## config.mk

```make
export PLATFORM = sky130hd
export DESIGN_NAME = pwd_lock_timer
export DESIGN_NICKNAME = d
export VERILOG_FILES = /design/src/rtl/stream_pwd_checker_lock_timer.sv
export SDC_FILE = /design/constraint.sdc
export NUM_CORES = 1
export LEC_CHECK = 0
export CORE_AREA = 3 3 40 42
export CTS_CLUSTER_SIZE = 25
export DETAILED_ROUTE_END_ITERATION = 6
export DIE_AREA = 0 0 43 45
export PLACE_DENSITY = 0.6
export SLEW_MARGIN = 20
export SYNTH_ARGS = -nofsm -noshare
export SYNTH_HDL_FRONTEND = slang
export SYNTH_SLANG_ARGS = --single-unit
export TNS_END_PERCENT = 30
```

## constraint.sdc

```tcl
create_clock -name clk -period 4.6 [get_ports clk]
set_input_delay 0.46 -clock clk [delete_from_list [all_inputs] [get_ports clk]]
set_output_delay 0.46 -clock clk [all_outputs]
set_load 0.02 [all_outputs]
```

## src/rtl/stream_pwd_checker_lock_timer.sv

```systemverilog
`default_nettype none
// ============================================================================
// Module   : pwd_lock_timer
// Brief    : Down-counter holding the lockout for LOCK_CYCLES clock cycles.
// Revision : 1.0 - initial release
// ============================================================================
module pwd_lock_timer #(
    parameter int LOCK_CYCLES = 1000
) (
    input  wire logic clk,
    input  wire logic reset,
    input  wire logic start,
    output logic      busy,
    output logic      done
);

    localparam int CNT_W = $clog2(LOCK_CYCLES + 1);

    logic [CNT_W-1:0] r_cnt;

    // Loaded on start; done flags the last cycle so the owner leaves lockout
    // exactly LOCK_CYCLES cycles after the load edge.
    always_ff @(posedge clk) begin
        if (reset) begin
            r_cnt <= '0;
        end else if (start) begin
            r_cnt <= CNT_W'(LOCK_CYCLES);
        end else if (r_cnt != '0) begin
            r_cnt <= r_cnt - CNT_W'(1);
        end
    end

    assign busy = (r_cnt != '0);
    assign done = (r_cnt == CNT_W'(1));

endmodule
`default_nettype wire

```

==> impl_metrics.tcl <==
set metrics [dict create \
    cts.path.max_buffers 2 \
    grt_max_degree 15 \
    synth_top_area_cell "dfxtp_1" \
    power_density_nw_per_um2 352.6 \
    required_ns 4.14 \
    ctsHoldBuffers 0 \
    reg2reg_slack_ns 2.70 \
    ys_seq_elements 10 \
    syn_area_um2 576.8 \
    yosysWarnings 0 \
    rows 13 \
    num_io_pins 5 \
    leakage_nw 0.2223 \
    grt_pass1_wl_mm 1.938 \
    ir_drop_mv 0.2080 \
    arrival_ns 2.12 \
    clock_skew_ns 0.001279 \
    r2r-end "r_cnt[8]" \
    hold_viol 0 \
    io_buffers 4 \
    grt_usage_pct 13.78 \
    drtIter0Drc 8 \
    fin_cells 83 \
    clkLatencyLatePin_ns 0.26 \
    fin_tns_setup_ns 0 \
    crit_path_start_kind "flop" \
    wl_mm 1.175 \
    drc 0 \
    drv_slew 0 \
    synth_area_leaders "dfxtp_1 (35%), a31oi_1 (5.4%), ha_1 (4.3%)" \
    wl_per_cell_um 14.16 \
    diodes 0 \
    htreeDepth 1 \
    regMostFlops "r_cnt" \
    critPathMaxFanout 6 \
    fin_area_um2 624.3 \
    dieHeight_um 45 \
    core-area_um2 1285 \
    synth_fp_nets 71 \
    period_needed_ns 2.576 \
    maxSlewHeadroom_pct 62.03 \
    syn_avg_cell_area_um2 8.739 \
    nFillCells 129 \
    grt_pass1_vias 439 \
    hp-class "reg2reg" \
    area_growth_pct 8.243 \
    rr_worst_depth 5 \
    synth_enable_flop_cells 0 \
    r2r-start "r_cnt[0]" \
    initial_core_util_pct 44.89 \
    place_congestion 0.8413 \
    finalPower_mw 0.2201 \
    largest_reg_flops 10 \
    worst-setup-path-type "reg2out" \
    fmax_mhz 388.2 \
    whs_ns 0.5291 \
    cp-startpoint "r_cnt[0]" \
    cts_buffers 3 \
    antenna_found_initial 0 \
    grt-ovfl-total 0 \
    place_hpwl_um 864.9 \
    top_regs "r_cnt x10" \
    yosys.area.top_type_share_pct 34.71 \
    cts-root-buf "clkbuf_4" \
    synth_ff_type "dfxtp_1" \
    vias_per_cell 6.229 \
    die_x_um 43 \
    cts_resized 0 \
    final_antenna_net_count 0 \
    finalSetupViolCount 0 \
    finalCritPeriodShare_pct 56.00 \
    worst_pin_slew_ns 0.5652 \
    drive_gt1_share_pct 5.882 \
    place_area_um2 601.8 \
    netlist_instances 66 \
    clk_pin_slew_ns 0.06 \
    clkSinkCount 10 \
    dp_cells 80 \
    layout.nets 75 \
    vias 517 \
    outcome "finished clean" \
    firstDrtPassIters 4 \
    crit_end "busy" \
    dieArea_um2 1935 \
    maxCapViolations 0 \
    postSynth.asyncResetShare_pct 0 \
    cts_setup_buffers 0 \
    worstSetupEndpointType "primary output" \
    synthDistinctLibCells 30 \
    synth_most_common_cell "dfxtp_1" \
    seq_area_frac_synth_pct 34.71 \
    rsz0062_at_grt "false" \
    yosys-top-cells-count "dfxtp_1 (10), a31oi_1 (5), nor2_1 (4), nor4_1 (4)" \
    cts_tree "built" \
]
==> kinds of logic after synthesis <==
| logic type | count (synthesis) | synth area share [%] |
|---|---|---|
| simple gates | 27 | 29.07 |
| compound gates | 19 | 24.08 |
| flops | 10 | 34.71 |
| buf+inv | 8 | 7.809 |
| fa+ha+maj | 2 | 4.338 |
==> per-layer routing <==
layer / vias up / global-route usage (%) / wire length (um)
met1: 238 / 17.03 / 586
li1: 268 / - / -
met3: 2 / 7.171 / 49
met4: 0 / 5.422 / 11
met2: 9 / 20.36 / 528
met5: - / 0 / 0
==> stage by stage <==
| step | setup WS (ns) | util, % |
|---|---|---|
| finish | 2.024 | 48.59 |
| global route | 1.777 | 48.59 |
| CTS | 2.029 | 48.59 |
| detailed placement | 2.332 | 46.84 |
| global placement | 2.364 | 46.84 |
| floorplan | 2.718 | - |
==> cell type report <==
cell class	instances	area, um2	area share [%]
clock buffers	3	22.52	3.607
inverters	3	11.26	1.804
multi-input cells	48	331.6	53.11
flip-flops and latches	10	200.2	32.06
well taps	15	18.77	3.006
repair buffers	4	40.04	6.413
==> power by group <==
part	switching, mW	total (mW)	internal [mW]
logic	0.0319	0.0560	0.0241
clock network	0.0258	0.0558	0.0300
registers	0.0123	0.108	0.0960
==> cell usage in the layout (no fill, tap or decap) <==
cell type	synthesis	final
o21ai_1	1	1
or3_1	1	1
nor4b_1	2	2
nor2b_1	1	1
a221o_1	1	1
or3_4	1	1
dfxtp_1	10	10
clkdlybuf4s50_1	0	4
nor2_1	4	4
nand4b_1	1	1
a21o_1	2	2
nor3_1	3	3
a31oi_1	5	5
a2111oi_0	1	1
or4_1	3	3
nor4_1	4	4
a21oi_1	2	2
o41ai_1	1	1
ha_1	2	2
o31ai_1	3	3
a211oi_1	1	1
nand2b_1	1	1
nand3_1	2	2
a211o_1	1	1
a2111o_1	1	1
nand2_1	2	2
inv_1	3	3
or3b_1	1	1
nor3b_1	1	1
clkbuf_4	0	3
==> worst min-delay path by stage <==
stage | start | cells past startpoint | to | slack (ns)
floorplan | r_cnt[9] | 2 | r_cnt[9] | 0.48
global placement | r_cnt[6] | 2 | r_cnt[6] | 0.51
detailed placement | r_cnt[6] | 2 | r_cnt[6] | 0.52
CTS | r_cnt[6] | 2 | r_cnt[6] | 0.53
global route | r_cnt[9] | 2 | r_cnt[9] | 0.55
finish | r_cnt[6] | 2 | r_cnt[6] | 0.53
==> critical path: stages, from the launching register on <==
cell and delay, ns:
dfxtp_1 0.34, inv_1 0.08, ha_1 0.25, nor3b_1 0.41, nand3_1 0.19, clkdlybuf4s50_1 0.59
No activity file was read; power rests on OpenSTA's default activity.
